**config.mk**
```make
export PLATFORM = sky130hd
export DESIGN_NAME = result_frame_transmitter
export DESIGN_NICKNAME = d
export VERILOG_FILES = /design/src/rtl/mxv_protocol_pkg.sv /design/src/rtl/result_byte_selector.sv /design/src/rtl/result_frame_transmitter.sv
export SDC_FILE = /design/constraint.sdc
export NUM_CORES = 1
export LEC_CHECK = 0
export CAP_MARGIN = 20
export CORE_MARGIN = 4
export CORE_UTILIZATION = 55
export DETAILED_ROUTE_END_ITERATION = 6
export PLACE_DENSITY = 0.86
export SLEW_MARGIN = 40
export SYNTH_ARGS = -nofsm -noshare
export SYNTH_HDL_FRONTEND = slang
export SYNTH_SLANG_ARGS = --single-unit
```
**constraint.sdc**
```tcl
create_clock -name clk -period 8.85 [get_ports clk]
set_clock_uncertainty 0.15 [all_clocks]
set_input_delay 2.655 -clock clk [delete_from_list [all_inputs] [get_ports clk]]
set_output_delay 2.655 -clock clk [all_outputs]
set_load 0.005 [all_outputs]
```
**src/rtl/mxv_protocol_pkg.sv**
```systemverilog
// Shared MxV UART protocol constants: frame delimiters, command codes and the
// result-transmitter state encoding.
package mxv_protocol_pkg;

  localparam logic [7:0] FRAME_SOF  = 8'hFE;
  localparam logic [7:0] FRAME_EOF  = 8'hEF;

  localparam logic [7:0] CMD_SIZE   = 8'h01;
  localparam logic [7:0] CMD_INIT   = 8'h03;
  localparam logic [7:0] CMD_MATRIX = 8'h04;
  localparam logic [7:0] CMD_RESULT = 8'h05;

  typedef enum logic [2:0] {
    IDLE,
    SEND_SOF,
    SEND_LEN,
    SEND_CMD,
    SEND_DATA,
    SEND_EOF,
    WAIT_TX,
    DONE
  } tx_state_t;

endpackage

```
**src/rtl/result_byte_selector.sv**
```systemverilog
// Holds the result vector captured at frame start and picks the payload byte
// for a byte index: element idx>>1, high byte on even idx, low byte on odd idx.
module result_byte_selector #(
  parameter int WORD_LENGTH  = 8,
  parameter int RESULT_WIDTH = 16,
  parameter int MAX_N        = 8,
  parameter int IDX_W        = $clog2(2 * MAX_N)
) (
  input  logic                            clk,
  input  logic                            load_i,
  input  logic [MAX_N*RESULT_WIDTH-1:0]   vector_i,
  input  logic [IDX_W-1:0]                byte_idx_i,
  output logic [WORD_LENGTH-1:0]          byte_o
);

  logic [MAX_N*RESULT_WIDTH-1:0] vector_q;
  logic [RESULT_WIDTH-1:0]       elem;

  always_ff @(posedge clk) begin
    if (load_i) vector_q <= vector_i;
  end

  always_comb begin
    elem = '0;
    for (int i = 0; i < MAX_N; i++) begin
      if (byte_idx_i[IDX_W-1:1] == (IDX_W-1)'(i)) elem = vector_q[i*RESULT_WIDTH +: RESULT_WIDTH];
    end
    byte_o = byte_idx_i[0] ? elem[WORD_LENGTH-1:0] : elem[RESULT_WIDTH-1 -: WORD_LENGTH];
  end

endmodule

```
**src/rtl/result_frame_transmitter.sv**
```systemverilog
// Serialises the MxV result vector into one UART frame: FE, LEN, CMD, payload, EF,
// one byte per TX handshake with a guard cycle after every send strobe.
module result_frame_transmitter
  import mxv_protocol_pkg::*;
#(
  parameter int         WORD_LENGTH  = 8,
  parameter int         RESULT_WIDTH = 16,
  parameter int         MAX_N        = 8,
  parameter logic [7:0] CMD_RESULT   = mxv_protocol_pkg::CMD_RESULT
) (
  input  logic                          clk,
  input  logic                          reset,
  input  logic                          start,
  input  logic [3:0]                    size,
  input  logic [MAX_N*RESULT_WIDTH-1:0] result_vector,
  input  logic                          tx_ready,
  output logic [WORD_LENGTH-1:0]        tx_data,
  output logic                          tx_send,
  output logic                          busy,
  output logic                          done,
  output logic                          size_error
);

  localparam int         CNT_W   = $clog2(2 * MAX_N);
  localparam logic [3:0] MAX_N_L = 4'(MAX_N);

  tx_state_t               state_q, state_d;
  tx_state_t               ret_q, ret_d;
  tx_state_t               after_send;
  logic                    guard_q, guard_d;
  logic [CNT_W-1:0]        cnt_q, cnt_d;
  logic                    size_err_q, size_err_d;
  logic [WORD_LENGTH-1:0]  tx_data_q;
  logic [3:0]              n_q;
  logic                    load;
  logic                    in_send;
  logic                    last_data;
  logic [WORD_LENGTH-1:0]  send_byte;
  logic [WORD_LENGTH-1:0]  payload_byte;
  logic [WORD_LENGTH-1:0]  len_byte;

  result_byte_selector #(
    .WORD_LENGTH  (WORD_LENGTH),
    .RESULT_WIDTH (RESULT_WIDTH),
    .MAX_N        (MAX_N),
    .IDX_W        (CNT_W)
  ) u_sel (
    .clk        (clk),
    .load_i     (load),
    .vector_i   (result_vector),
    .byte_idx_i (cnt_q),
    .byte_o     (payload_byte)
  );

  // LEN covers CMD + 2N payload bytes + EF
  assign len_byte  = WORD_LENGTH'({n_q, 1'b0}) + WORD_LENGTH'(2);
  assign last_data = (cnt_q == CNT_W'({n_q, 1'b0} - 5'd1));

  always_comb begin
    state_d    = state_q;
    ret_d      = ret_q;
    guard_d    = guard_q;
    cnt_d      = cnt_q;
    size_err_d = 1'b0;
    load       = 1'b0;
    in_send    = 1'b0;
    send_byte  = FRAME_SOF;
    after_send = IDLE;
    case (state_q)
      IDLE: begin
        if (start) begin
          if (size != 4'd0 && size <= MAX_N_L) begin
            load    = 1'b1;
            cnt_d   = '0;
            state_d = SEND_SOF;
          end else begin
            size_err_d = 1'b1;
          end
        end
      end
      SEND_SOF: begin
        in_send    = 1'b1;
        send_byte  = FRAME_SOF;
        after_send = SEND_LEN;
      end
      SEND_LEN: begin
        in_send    = 1'b1;
        send_byte  = len_byte;
        after_send = SEND_CMD;
      end
      SEND_CMD: begin
        in_send    = 1'b1;
        send_byte  = CMD_RESULT;
        after_send = SEND_DATA;
      end
      SEND_DATA: begin
        in_send    = 1'b1;
        send_byte  = payload_byte;
        after_send = last_data ? SEND_EOF : SEND_DATA;
        if (tx_ready) cnt_d = cnt_q + CNT_W'(1);
      end
      SEND_EOF: begin
        in_send    = 1'b1;
        send_byte  = FRAME_EOF;
        after_send = DONE;
      end
      WAIT_TX: begin
        // first cycle here is the guard; tx_ready is only honoured afterwards
        if (guard_q)       guard_d = 1'b0;
        else if (tx_ready) state_d = ret_q;
      end
      DONE:    state_d = IDLE;
      default: state_d = IDLE;
    endcase
    if (in_send && tx_ready) begin
      state_d = WAIT_TX;
      ret_d   = after_send;
      guard_d = 1'b1;
    end
  end

  always_ff @(posedge clk) begin
    if (reset) begin
      state_q    <= IDLE;
      ret_q      <= IDLE;
      guard_q    <= 1'b0;
      cnt_q      <= '0;
      size_err_q <= 1'b0;
      tx_data_q  <= '0;
    end else begin
      state_q    <= state_d;
      ret_q      <= ret_d;
      guard_q    <= guard_d;
      cnt_q      <= cnt_d;
      size_err_q <= size_err_d;
      if (tx_send) tx_data_q <= send_byte;
    end
  end

  always_ff @(posedge clk) begin
    if (load) n_q <= size;
  end

  assign tx_send    = in_send & tx_ready;
  assign tx_data    = tx_send ? send_byte : tx_data_q;
  assign busy       = (state_q != IDLE) && (state_q != DONE);
  assign done       = (state_q == DONE);
  assign size_error = size_err_q;

endmodule
```
==> flow_metrics.tcl <==
set metrics [dict create \
    outcome "finished clean" \
    synth_flop_cell "sky130_fd_sc_hd__edfxtp_1" \
    worstSkewPairLatency_ns 0.42 \
    vias_per_cell 5.94 \
    crit_chain "clkdlybuf4s50_1 -> inv_2 -> nor3b_2 -> buf_4 -> o21ai_0 -> o31ai_1 -> clkdlybuf4s50_1" \
    gp_routability_congestion 0.863 \
    timing.critical_path.slowest_cell_delay_ns 0.59 \
    synth-seq-cells 152 \
    netlist.area_leader.share_pct 58.8 \
    final.hold.worst_slack_ns 0.346 \
    crit_buf_inv 4 \
    post_synth_num_cell_types 77 \
    clock_sinks 152 \
    totalWireLength_um 16600 \
    leakagePower_nw 2.92 \
    power_density_nw_per_um2 215 \
    setup.worst_path.class "in2out" \
    first_global_vias 4781 \
    first_iter_violations 443 \
    max_slew_margin_pct 46.6 \
    grt_pass1_wl_um 25800 \
    power.internal_mw 1.40 \
    post_cts.repair.setup_buffers 0 \
    irDropWorstVdd_v 0.000163 \
    die_area_sq_um 14100 \
    die-height_um 119 \
    combinational_fraction_of_design_power_pct 14.5 \
    cts.reportedPaths.clkPinSlew_ns 0.06 \
    crit_fanout 9 \
    crit_path_top_delay_cell "sky130_fd_sc_hd__clkdlybuf4s50_1" \
    clockRootBuffer "sky130_fd_sc_hd__clkbuf_16" \
    critical_path.endpoint_type "output port" \
    preCtsSetupSlack_ns 1.17 \
    hold_viol 0 \
    critPathArrivalTime_ns 4.92 \
    final_nets 754 \
    number_of_diodes_added_for_antenna_fixing 0 \
    detail_route.wl_per_cell_um 21.4 \
    grt_max_degree 83 \
    cts_hold_buf 0 \
    instances_no_fill 775 \
    die_width_um 119 \
    tightestPinTransition_ns 0.799 \
    ys.warnings.count 0 \
    cpLargestDelayFamily "buffers and inverters" \
    portBuffers 147 \
    drt.antenna.violating_nets 0 \
    period_needed_ns 7.72 \
    path_category_of_the_worst_min_delay_check "reg2reg" \
    ys_async_sr_fraction_pct 0 \
    cts_tree "built" \
    initial_standard_cell_utilization_of_the_core_pct 56.1 \
    placed_cells 743 \
    clock_tree.htree_level_count 4 \
    switchingPower_mw 0.480 \
    synthesis.nets 612 \
    cts_inserted_buffers 17 \
    setup-violations-final 0 \
    setup_slack_ns 1.13 \
    fin_tns_setup_ns 0 \
    netlist.top_cell.by_area "sky130_fd_sc_hd__edfxtp_1" \
    first_pass_iteration_count_of_the_detailed_router 5 \
    ctsLongestPathBuffers 2 \
    cts_repair_resize_count 0 \
    post_synth_main_area_contributors "sky130_fd_sc_hd__edfxtp_1, sky130_fd_sc_hd__dfxtp_1, sky130_fd_sc_hd__mux2i_1" \
    fin_crit_sh_pct 87.2 \
    std_cell_rows 40 \
    number_of_flops_mapped_to_enable_cells_by_yosys 132 \
    post-layout-total-power_mw 1.88 \
    final_area_sq_um 8770 \
    syn_area_per_cell_sq_um 14.2 \
    total_grt_overflow 0 \
    netSwitchingFraction_pct 25.5 \
    timing_max_transition_violations_final 0 \
    proportion_of_power_drawn_by_flip_flops_and_latches_pct 48.3 \
    post_synth_instance_area_sq_um 6740 \
    timing.critical_path.mode_cell "sky130_fd_sc_hd__clkdlybuf4s50_1" \
    vias 4607 \
    flow.area_growth_from_synthesis_pct 30.2 \
    setup_repair_after_global_routing_missed_its_margin "false" \
    drc_errors 0 \
    seq_area_frac_synth_pct 64.8 \
    io_pins 148 \
    postPlaceCellArea_sq_um 8210 \
    worst_setup_path_start_kind "input port" \
    initial_antenna_violation_count 0 \
    post_synth_inst_count 473 \
    share_clk_of_total_power_pct 37.2 \
    layout.core_utilization_pct 73.0 \
    layout_cells_sized_above_1_pct 13.1 \
    peak_freq_ghz 0.130 \
    cp_required_ns 6.05 \
    place_hpwl_um 11600 \
    core-area_sq_um 12000 \
    groute.usage.overall_pct 24.0 \
    max_cap_viol_count 0 \
]
-- power by group through the flow --
stage	logic [mW]	clock network, mW	registers (mW)
2_1_floorplan	0.147	0	0.907
5_1_grt	0.297	0.739	0.916
3_5_place_dp	0.274	0	0.922
4_1_cts	0.276	0.707	0.907
3_3_place_gp	0.267	0	0.919
6_report	0.274	0.700	0.909
-- cell families (layout without fill, tap and decap cells) --
family,Yosys count,in the layout,synth area share [%]
XOR/XNOR,8,8,1.04
buffers and inverters,40,195,4.23
AO/OA/AOI/OAI,132,132,14.7
adder cells (fa/ha/maj),3,3,0.557
flip-flops,152,152,64.8
multiplexers,28,28,5.40
AND/OR/NAND/NOR,110,110,9.34
-- worst paths after layout --
path	start	endpoint	slack, ns	cells after the start
setup / recovery	tx_ready	tx_data[1]	1.13	7
hold / removal	guard_q	guard_q	0.35	2
setup reg to reg	cnt_q[2]	tx_data_q[5]	5.83	6
hold reg to reg	guard_q	guard_q	0.35	2
-- cells in the mapped netlist (3+ instances only) --
cell type                   number
sky130_fd_sc_hd__ha_1            3
sky130_fd_sc_hd__and2_1          3
sky130_fd_sc_hd__and3b_1        10
sky130_fd_sc_hd__o32ai_1         3
sky130_fd_sc_hd__nand3_1        10
sky130_fd_sc_hd__a21oi_1        22
sky130_fd_sc_hd__clkbuf_1        6
sky130_fd_sc_hd__mux2_2          9
sky130_fd_sc_hd__xnor2_1         7
sky130_fd_sc_hd__nand2_1        18
sky130_fd_sc_hd__nor2b_1         7
sky130_fd_sc_hd__o22ai_1         3
sky130_fd_sc_hd__a221oi_1        5
sky130_fd_sc_hd__a22oi_1         5
sky130_fd_sc_hd__a31oi_1         5
sky130_fd_sc_hd__nand2b_1        5
sky130_fd_sc_hd__buf_2          10
sky130_fd_sc_hd__nor2_1         30
sky130_fd_sc_hd__a221oi_2        4
sky130_fd_sc_hd__inv_1           7
sky130_fd_sc_hd__o21a_1          5
sky130_fd_sc_hd__o2bb2ai_1       3
sky130_fd_sc_hd__o21ai_1         6
sky130_fd_sc_hd__a211oi_1        4
sky130_fd_sc_hd__mux2i_1        12
sky130_fd_sc_hd__o31ai_1         4
sky130_fd_sc_hd__buf_6          10
sky130_fd_sc_hd__o211ai_1        6
sky130_fd_sc_hd__dfxtp_1        20
sky130_fd_sc_hd__a21o_1          4
sky130_fd_sc_hd__nor3_1          6
sky130_fd_sc_hd__o21ai_0        23
sky130_fd_sc_hd__mux4_2          3
sky130_fd_sc_hd__or3_1           3
sky130_fd_sc_hd__a221o_1         5
sky130_fd_sc_hd__and3_1          3
sky130_fd_sc_hd__edfxtp_1      132
-- sequential cells by signal (all words and copies together), names as in the netlist --
name,flops
cnt_q,4
guard_q,1
n_q,4
ret_q,3
size_error,1
state_q,3
tx_data_q,8
u_sel.vector_q,128
-- metal layers --
metal  track usage [%]  part of all wire, %
met3              6.56                  6.3
met5                 0                    0
met2              38.3                   49
met4              8.33                  2.3
met1              31.9                   43
-- layout make-up --
type / instances / area, sq um
Sequential cell: 152 / 4370
Fill cell: 771 / 3240
Multi-Input combinational cell: 281 / 2090
Timing Repair Buffer: 153 / 1510
Clock buffer: 17 / 425
Tap cell: 147 / 184
Clock inverter: 15 / 143
Inverter: 10 / 47.5
-- cells in the final DEF (no fill, tap or decap), drive strengths merged, types with 9 or more instances in the layout --
cell | Yosys | layout
clkdlybuf4s50 | 0 | 146
edfxtp | 132 | 132
nor2 | 30 | 30
o21ai | 29 | 29
a21oi | 22 | 22
dfxtp | 20 | 20
nand2 | 18 | 18
clkbuf | 6 | 17
inv | 9 | 17
mux2i | 12 | 12
nand3 | 11 | 11
mux2 | 11 | 11
and3b | 10 | 10
nor2b | 9 | 9
a221oi | 9 | 9
-- worst register-to-register path, cell delays in order (launching register included) --
cell and delay, ns:
sky130_fd_sc_hd__dfxtp_2 0.70, sky130_fd_sc_hd__buf_4 0.51, sky130_fd_sc_hd__mux2_2 0.42, sky130_fd_sc_hd__a221o_1 0.30, sky130_fd_sc_hd__a221oi_1 0.55, sky130_fd_sc_hd__or3_1 0.20
sky130_fd_sc_hd__o32ai_1 0.06
Note: power is estimated with default switching activity, not from simulation.
